--- config.mk ---
export PLATFORM = sky130hd
export DESIGN_NAME = wb8_xmem_bridge
export DESIGN_NICKNAME = d
export VERILOG_FILES = /design/src/rtl/wb8_xmem_bridge.sv
export SDC_FILE = /design/constraint.sdc
export NUM_CORES = 1
export LEC_CHECK = 0
export CAP_MARGIN = 20
export CORE_MARGIN = 4
export CORE_UTILIZATION = 40
export DETAILED_ROUTE_END_ITERATION = 7
export HOLD_SLACK_MARGIN = 0.06
export MAX_ROUTING_LAYER = met4
export PLACE_DENSITY = 0.64
export SLEW_MARGIN = 30
export SYNTH_ARGS = -nofsm -noshare
export SYNTH_HDL_FRONTEND = slang
export SYNTH_SLANG_ARGS = --single-unit
--- constraint.sdc ---
create_clock -name clk -period 3.55 [get_ports clk]
set_input_delay 0.71 -clock clk [delete_from_list [all_inputs] [get_ports clk]]
set_output_delay 0.71 -clock clk [all_outputs]
set_load 0.01 [all_outputs]
--- src/rtl/wb8_xmem_bridge.sv ---
`default_nettype none
// ============================================================================
// Module   : wb8_xmem_bridge
// Purpose  : Bridges an 8-bit Wishbone classic initiator onto the 32-bit
//            word-wide external-memory bus. Each byte access becomes one
//            32-bit word cycle with byte-lane selects. A one-word read buffer
//            answers repeated byte reads from the same word without a
//            downstream cycle.
//            Bit numbering is big-endian: byte offset 0 = bits [0:7] = sel[0].
// Ports    : clk, reset_n          clock, asynchronous active-low reset
//            s_*                   8-bit Wishbone responder side
//            m_*                   32-bit external-memory initiator side
//            flush_i               invalidates the read buffer
// Revision : 1.0  initial release
// ============================================================================
module wb8_xmem_bridge #(
    parameter int READ_BUFFER = 1
) (
    input  logic        clk,
    input  logic        reset_n,
    input  logic [0:23] s_adr_i,
    input  logic [0:7]  s_dat_i,
    output logic [0:7]  s_dat_o,
    input  logic        s_we_i,
    input  logic [0:0]  s_sel_i,
    input  logic        s_stb_i,
    input  logic        s_cyc_i,
    output logic        s_ack_o,
    output logic [2:23] m_adr_o,
    output logic [0:31] m_dat_o,
    input  logic [0:31] m_dat_i,
    output logic        m_we_o,
    output logic [0:3]  m_sel_o,
    output logic        m_stb_o,
    output logic        m_cyc_o,
    input  logic        m_ack_i,
    input  logic        flush_i
);

    localparam logic c_buf_en = (READ_BUFFER != 0);

    typedef enum logic [1:0] {
        ST_IDLE = 2'd0,
        ST_BUS  = 2'd1,
        ST_ACK  = 2'd2
    } state_t;

    state_t      r_state, w_state_next;
    logic [1:0]  r_lane, w_lane_next;
    logic        r_abort, w_abort_next;
    logic [0:31] r_buf_word, w_buf_word_next;
    logic [2:23] r_buf_tag, w_buf_tag_next;
    logic        r_buf_valid, w_buf_valid_next;

    logic        w_ack_next;
    logic [0:7]  w_dat_next;
    logic [2:23] w_m_adr_next;
    logic [0:31] w_m_dat_next;
    logic        w_m_we_next;
    logic [0:3]  w_m_sel_next;
    logic        w_m_stb_next;
    logic        w_m_cyc_next;

    logic [1:0]  w_lane;
    logic        w_req;
    logic        w_hit;

    assign w_lane = s_adr_i[22:23];
    assign w_req  = s_cyc_i && s_stb_i;
    // A flush in the same cycle as the lookup makes the buffer count as empty.
    assign w_hit  = c_buf_en && r_buf_valid && !flush_i && !s_we_i
                    && (r_buf_tag == s_adr_i[0:21]);

    always_comb begin
        w_state_next     = r_state;
        w_lane_next      = r_lane;
        w_abort_next     = r_abort;
        w_buf_word_next  = r_buf_word;
        w_buf_tag_next   = r_buf_tag;
        w_buf_valid_next = r_buf_valid;
        w_ack_next       = 1'b0;
        w_dat_next       = s_dat_o;
        w_m_adr_next     = m_adr_o;
        w_m_dat_next     = m_dat_o;
        w_m_we_next      = m_we_o;
        w_m_sel_next     = m_sel_o;
        w_m_stb_next     = m_stb_o;
        w_m_cyc_next     = m_cyc_o;

        case (r_state)
            ST_IDLE: begin
                w_abort_next = 1'b0;
                if (w_req) begin
                    w_lane_next = w_lane;
                    if (w_hit) begin
                        w_dat_next   = r_buf_word[{w_lane, 3'b000} +: 8];
                        w_ack_next   = 1'b1;
                        w_state_next = ST_ACK;
                    end else if (s_we_i && !s_sel_i[0]) begin
                        // Null write: acknowledge without touching the bus.
                        w_ack_next   = 1'b1;
                        w_state_next = ST_ACK;
                    end else begin
                        w_m_cyc_next = 1'b1;
                        w_m_stb_next = 1'b1;
                        w_m_adr_next = s_adr_i[0:21];
                        w_m_we_next  = s_we_i;
                        if (s_we_i) begin
                            // Lane 0 is the leftmost select bit.
                            w_m_sel_next = 4'b1000 >> w_lane;
                            w_m_dat_next = {4{s_dat_i}};
                        end else begin
                            w_m_sel_next = 4'b1111;
                        end
                        w_state_next = ST_BUS;
                    end
                end
            end

            ST_BUS: begin
                // Remember an initiator abort; the downstream cycle still completes.
                if (!s_cyc_i) begin
                    w_abort_next = 1'b1;
                end
                if (m_ack_i) begin
                    w_m_cyc_next = 1'b0;
                    w_m_stb_next = 1'b0;
                    if (!m_we_o) begin
                        w_dat_next = m_dat_i[{r_lane, 3'b000} +: 8];
                        if (c_buf_en) begin
                            w_buf_word_next  = m_dat_i;
                            w_buf_tag_next   = m_adr_o;
                            w_buf_valid_next = 1'b1;
                        end
                    end else if (r_buf_valid && (r_buf_tag == m_adr_o)) begin
                        // Keep the buffered word coherent with the written lane.
                        w_buf_word_next[{r_lane, 3'b000} +: 8] = m_dat_o[0:7];
                    end
                    if (r_abort || !s_cyc_i) begin
                        w_state_next = ST_IDLE;
                    end else begin
                        w_ack_next   = 1'b1;
                        w_state_next = ST_ACK;
                    end
                end
            end

            ST_ACK: begin
                w_state_next = ST_IDLE;
            end

            default: begin
                w_state_next = ST_IDLE;
            end
        endcase

        // Flush has priority over a coincident fill.
        if (flush_i) begin
            w_buf_valid_next = 1'b0;
        end
    end

    always_ff @(posedge clk or negedge reset_n) begin
        if (!reset_n) begin
            r_state     <= ST_IDLE;
            r_lane      <= 2'd0;
            r_abort     <= 1'b0;
            r_buf_word  <= '0;
            r_buf_tag   <= '0;
            r_buf_valid <= 1'b0;
            s_ack_o     <= 1'b0;
            s_dat_o     <= '0;
            m_adr_o     <= '0;
            m_dat_o     <= '0;
            m_we_o      <= 1'b0;
            m_sel_o     <= '0;
            m_stb_o     <= 1'b0;
            m_cyc_o     <= 1'b0;
        end else begin
            r_state     <= w_state_next;
            r_lane      <= w_lane_next;
            r_abort     <= w_abort_next;
            r_buf_word  <= w_buf_word_next;
            r_buf_tag   <= w_buf_tag_next;
            r_buf_valid <= w_buf_valid_next;
            s_ack_o     <= w_ack_next;
            s_dat_o     <= w_dat_next;
            m_adr_o     <= w_m_adr_next;
            m_dat_o     <= w_m_dat_next;
            m_we_o      <= w_m_we_next;
            m_sel_o     <= w_m_sel_next;
            m_stb_o     <= w_m_stb_next;
            m_cyc_o     <= w_m_cyc_next;
        end
    end

endmodule
`default_nettype wire

### Word-level counts from Yosys, hierarchy flattened

Cells that the tools add are included.

* RAM bits: 0
* bits in latches: 0
* input port bits: 72
* output and inout port bits: 70
* ROM bits: 0
* bits in registers: 129
* memories kept: 0

* div/mod/pow operators: 0
* eq/ne operators: 12
* shift-type cells: 5
* bitwise operators: 5
* magnitude comparators: 0
* add/subtract/negate cells: 1
* reductions and logical operators: 25
* multiplexer cells: 32
* $mul: 0

Operators with widths (count)
* 32-bit by 6-bit indexed part select with 33-bit output: 2
* 32-bit 2-to-1 mux: 2
* 22-bit == test: 2
* 33-bit by 7-bit variable shift with 32-bit output (first input constant): 1
* 33-bit by 7-bit indexed part select with 32-bit output: 1
* 32-bit bitwise mux: 1
* 8-bit 2-to-1 mux: 4
* 8-bit one-hot mux with 2 select lines: 1
* 5-bit AND reduction: 3
* 1-bit 2-to-1 mux: 14
* 2-bit != test (second input constant): 7
* 5-bit NOT with 6-bit output: 2
* 2-bit 2-to-1 mux: 5
* 3-bit AND reduction: 3
* 6-bit negator with 7-bit output: 1
* 1-bit logical AND: 6
* 1-bit one-hot mux with 2 select lines: 3
* 2-bit AND reduction: 3
* 2-bit nonzero test: 3
* 1-bit logical NOT: 4
* 4-bit 2-to-1 mux: 1
* 2-bit by 1-bit != test with 1-bit output (second input constant): 2
* 2-bit one-hot mux with 2 select lines: 1
* 4-bit AND reduction: 1
* other kinds (5): 7

### Logic depth before layout (Yosys ltp)

* depth in word-level cells: 7
* depth in mapped cells: 7
* depth with buffers taken out: 5

### Least setup slack after synthesis

Ideal clock, no wire load.

* path type: input to register
* start point: in s_adr_i[18] in the netlist's numbering
* end point: reg m_adr_o[3] in the netlist's numbering
* data required time: 3425 ps
* arrival: 2032 ps
* library setup time: 125 ps
* stages: 7
* slack: 1393 ps
* buffers on the path: 2
* cells stage by stage: xnor2_1 -> nand4_1 -> nor4_4 -> a211oi_1 -> buf_6 -> buf_6 -> mux2_4

* cells in the longest elaborated chain, start to end: 4

RTL lines
* from (decl): RTL line 21 `input logic [0:23] s_adr_i,`
* 22-bit == test: RTL line 72 `&& (r_buf_tag == s_adr_i[0:21]);`
* 1-bit logical AND: RTL line 72
* 1-bit NOT (no source line)
* 4-bit AND reduction (no source line)
* to (signal assigned): RTL line 188 `m_adr_o <= w_m_adr_next;`
* to (decl): RTL line 29 `output logic [2:23] m_adr_o,`

No other way between the ends.
A chain may end at the register's enable or synchronous reset.

### Final worst setup path

* start point: in s_we_i
* end point: reg m_adr_o[2] in the netlist's numbering

* cells in the longest elaborated chain, start to end: 5
* elaborated cells between the ends (all ways): 7
* those cells by class: bitwise (2); reduce/logical (5)

RTL lines
* from (decl): RTL line 24 `input logic s_we_i,`
* 1-bit logical NOT: RTL line 71 `assign w_hit = c_buf_en && r_buf_valid && !flush_i && !s_we_i`
* 1-bit logical AND: RTL line 71
* 1-bit logical AND: RTL line 72
* 1-bit NOT (no source line)
* 4-bit AND reduction (no source line) *

Mark *: on every way between the ends. The rest lies on a longest branch, timed or not.

==> impl_metrics.csv <==
group,metric,value,unit
clock_tree,clk_path_buf_depth,2,
power_and_ir_drop,powerDensity,694,mW/mm^2
finish,final_area,0.00789,sq mm
finish,n_antenna_cell,0,
setup_path,rrSetupSlack,1.33,ns
setup_path,setup.worst_path.start,"s_we_i",
clock_tree,path_clk_slew,0.07,ns
finish,fin_nets,727,
clock_tree,htree_levels,3,
power_and_ir_drop,vdd_drop_max,0.000334,V
clock_tree,cts_buffers,9,
setup_path,crit_arrival,2.83,ns
job,cap_violations,0,
min_path,hp-class,"input port to async pin",
timing,max_freq,387,MHz
logic_synthesis,synth_edf_count,0,
route,antenna_left,0,
clock_tree,clock-sinks,105,
power_and_ir_drop,p_clk_share,18.4,%
logic_synthesis,synthArstFlopShare,100,%
power_and_ir_drop,switching_share,35.3,%
route,vias,4870,
clock_tree,cts_resized,0,
placed_design,dp_hpwl,12300,um
power_and_ir_drop,comb_power_share,41.1,%
setup_path,reg2reg_from,"r_buf_tag[14]",
logic_synthesis,yosysWarnings,0,
setup_path,worst_setup_path_start_kind,"input port",
die,io_pins,142,
timing,period_minus_slack,2.59,ns
grt,grt_start_max_net_pins,57,
die,coreArea,0.0152,sq mm
timing,skew,0.00709,ns
power_and_ir_drop,p_leak,0.00286,uW
placed_design,place.port_buffers,141,
logic_synthesis,synth_cell_types,39,
route,routedWlPerCell,21.0,um
clock_tree,cts_setup_buffers,0,
finish,final_core_util,51.9,%
die,initial_core_util,41.0,%
grt,antenna_found_initial,0,
route,wl,17700,um
power_and_ir_drop,internal-power,3540,uW
timing,tns,0,ns
timing,rsz0062_at_grt,"no",
timing,min_period_over_period,72.9,%
setup_path,crit_fanout,22,
finish,area_delta_synth_final,26.6,%
logic_synthesis,synth_nets,631,
setup_path,end_kind,"register",
setup_path,path_class,"input port to register",
timing,slew_headroom,39.2,%
power_and_ir_drop,power_switching,1930,uW
logic_synthesis,ys.flop_type,"dfrtp_1",
grt,grtUsageTotal,20.7,%
die,num_rows,45,
route,route.detailed.drc,0,
setup_path,reg2reg_depth,6,
clock_tree,cts_hold_buf,0,
logic_synthesis,synth_seq_cells,105,
placed_design,dpl_cell_area,0.00759,sq mm
logic_synthesis,ys_seq_area_share,42.2,%
logic_synthesis,synthesis.instances,559,
placed_design,place.gp.congestion,0.853,
clock_tree,root_buffer,"clkbuf_16",
route,first_pass_iters,6,
grt,grt_first_pass_wirelength,28000,um
timing,worst_pin_slew,0.910,ns
grt,grt.overflow.total,0,
power_and_ir_drop,fin_total_pwr,5470,uW
timing,final_max_slew_viol_count,0,
setup_path,r2r-end,"m_adr_o[8]",
die,die_area,0.0176,sq mm
timing,setup_viol,0,
setup_path,critPathRequiredTime,3.79,ns
die,dieWidth,133,um
clock_tree,insertion_delay,0.36,ns
timing,hold_violations,0,
route,vias_per_cell,5.75,
grt,grt_pass1_vias,5043,
power_and_ir_drop,seq_power_share,40.5,%
logic_synthesis,netlist_area,0.00623,sq mm
status,outcome,"finished, final reports clean",
clock_tree,cts_tree,"yes",
finish,drive_above_1_share,20.6,%
die,die_y,133,um
route,drt_iter0_drc,434,
timing,whs,0.356,ns
logic_synthesis,synth_area_per_cell,11.1,sq um
[cells in the final DEF, fill, tap and decap left out, drive strengths merged, types with 21 or more instances in the layout]
cell / n
xor2: 21
nor2b: 35
xnor2: 23
dfrtp: 105
o211ai: 32
clkdlybuf4s50: 140
a31oi: 31
nand3: 34
nor3b: 32
mux2: 72
o21ai: 38
[worst max-delay path, cell delays in order]
cell and delay [ns]:
clkdlybuf4s50_1 0.57, nor3b_1 0.08, nand4_1 0.12, nor2_1 0.10
a211oi_4 0.44, buf_4 0.42, mux2_2 0.38
[cell families (layout without fill, tap and decap cells)]
kind of cell	after synthesis	after routing	synth area share (%)
AO/OA/AOI/OAI	110	110	11.9
buffers and inverters	75	175	6.87
multiplexers	88	88	19.2
XOR/XNOR	44	44	6.19
AND/OR/NAND/NOR	137	137	13.6
flip-flops	105	105	42.2
[area by class of cell]
type	count	area [sq um]
inverters	4	15.0
multi-input cells	379	3190
repair buffers	156	1520
flip-flops and latches	105	2630
clock buffers	9	225
clock inverters	6	68.8
well taps	188	235
fillers	1340	7320
[sequential cells by signal, summed over array words and instances, names as in the netlist, 2 cells and up]
register and flops:
m_dat_o 8, r_buf_tag 22, s_dat_o 8, r_buf_word 32, r_state 2, r_lane 2, m_sel_o 4, m_adr_o 22
[power groups by stage]
| stage | sequential [uW] | clock, uW | combinational (uW) |
|---|---|---|---|
| after floorplan | 2120 | 0 | 1470 |
| after detailed placement | 2230 | 0 | 2240 |
| after global routing | 2290 | 1080 | 2440 |
| final | 2220 | 1010 | 2250 |
| after global placement | 2200 | 0 | 2210 |
| after CTS | 2210 | 1050 | 2260 |
[synthesized netlist by cell type (6+ instances only)]
cell type / count / area [sq um]
dfrtp_1: 105 / 2630
mux2_2: 65 / 732
o21ai_0: 38 / 190
nor2b_1: 35 / 219
nand3_1: 34 / 170
nor3b_1: 32 / 240
a31oi_1: 31 / 194
clkbuf_1: 27 / 101
buf_4: 25 / 188
xnor2_1: 23 / 201
o211ai_1: 22 / 165
xor2_1: 21 / 184
mux4_2: 16 / 360
nor2_1: 11 / 41.3
o211ai_2: 10 / 125
buf_1: 7 / 26.3
mux2_4: 7 / 105
nand4_1: 7 / 43.8
buf_2: 6 / 30.0
buf_6: 6 / 67.6
[worst max path at each step]
stage,endpoint,slack (ns),depth (start not counted)
final,m_adr_o[2],0.96,7
after global routing,m_adr_o[10],0.87,7
after CTS,m_adr_o[8],0.96,7
after detailed placement,m_adr_o[7],0.58,7
after global placement,m_adr_o[6],0.63,7
after floorplan,m_adr_o[3],1.39,7
[metal layers]
metal | GRT usage [%] | vias up | part of all wire (%)
li1 | - | 2221 | -
met1 | 27.3 | 2429 | 45
met2 | 31.3 | 197 | 46
met3 | 5.29 | 23 | 6.6
met4 | 6.87 | 0 | 2.1
met5 | - | - | 0
[through the flow]
stage | worst slack [ns] | cells
finish | 0.963 | 847
floorplan | 1.39 | 559
detailed placement | 0.582 | 832
global route | 0.874 | 847
global placement | 0.626 | 832
CTS | 0.963 | 847
Power figures use the tool's default switching activity.
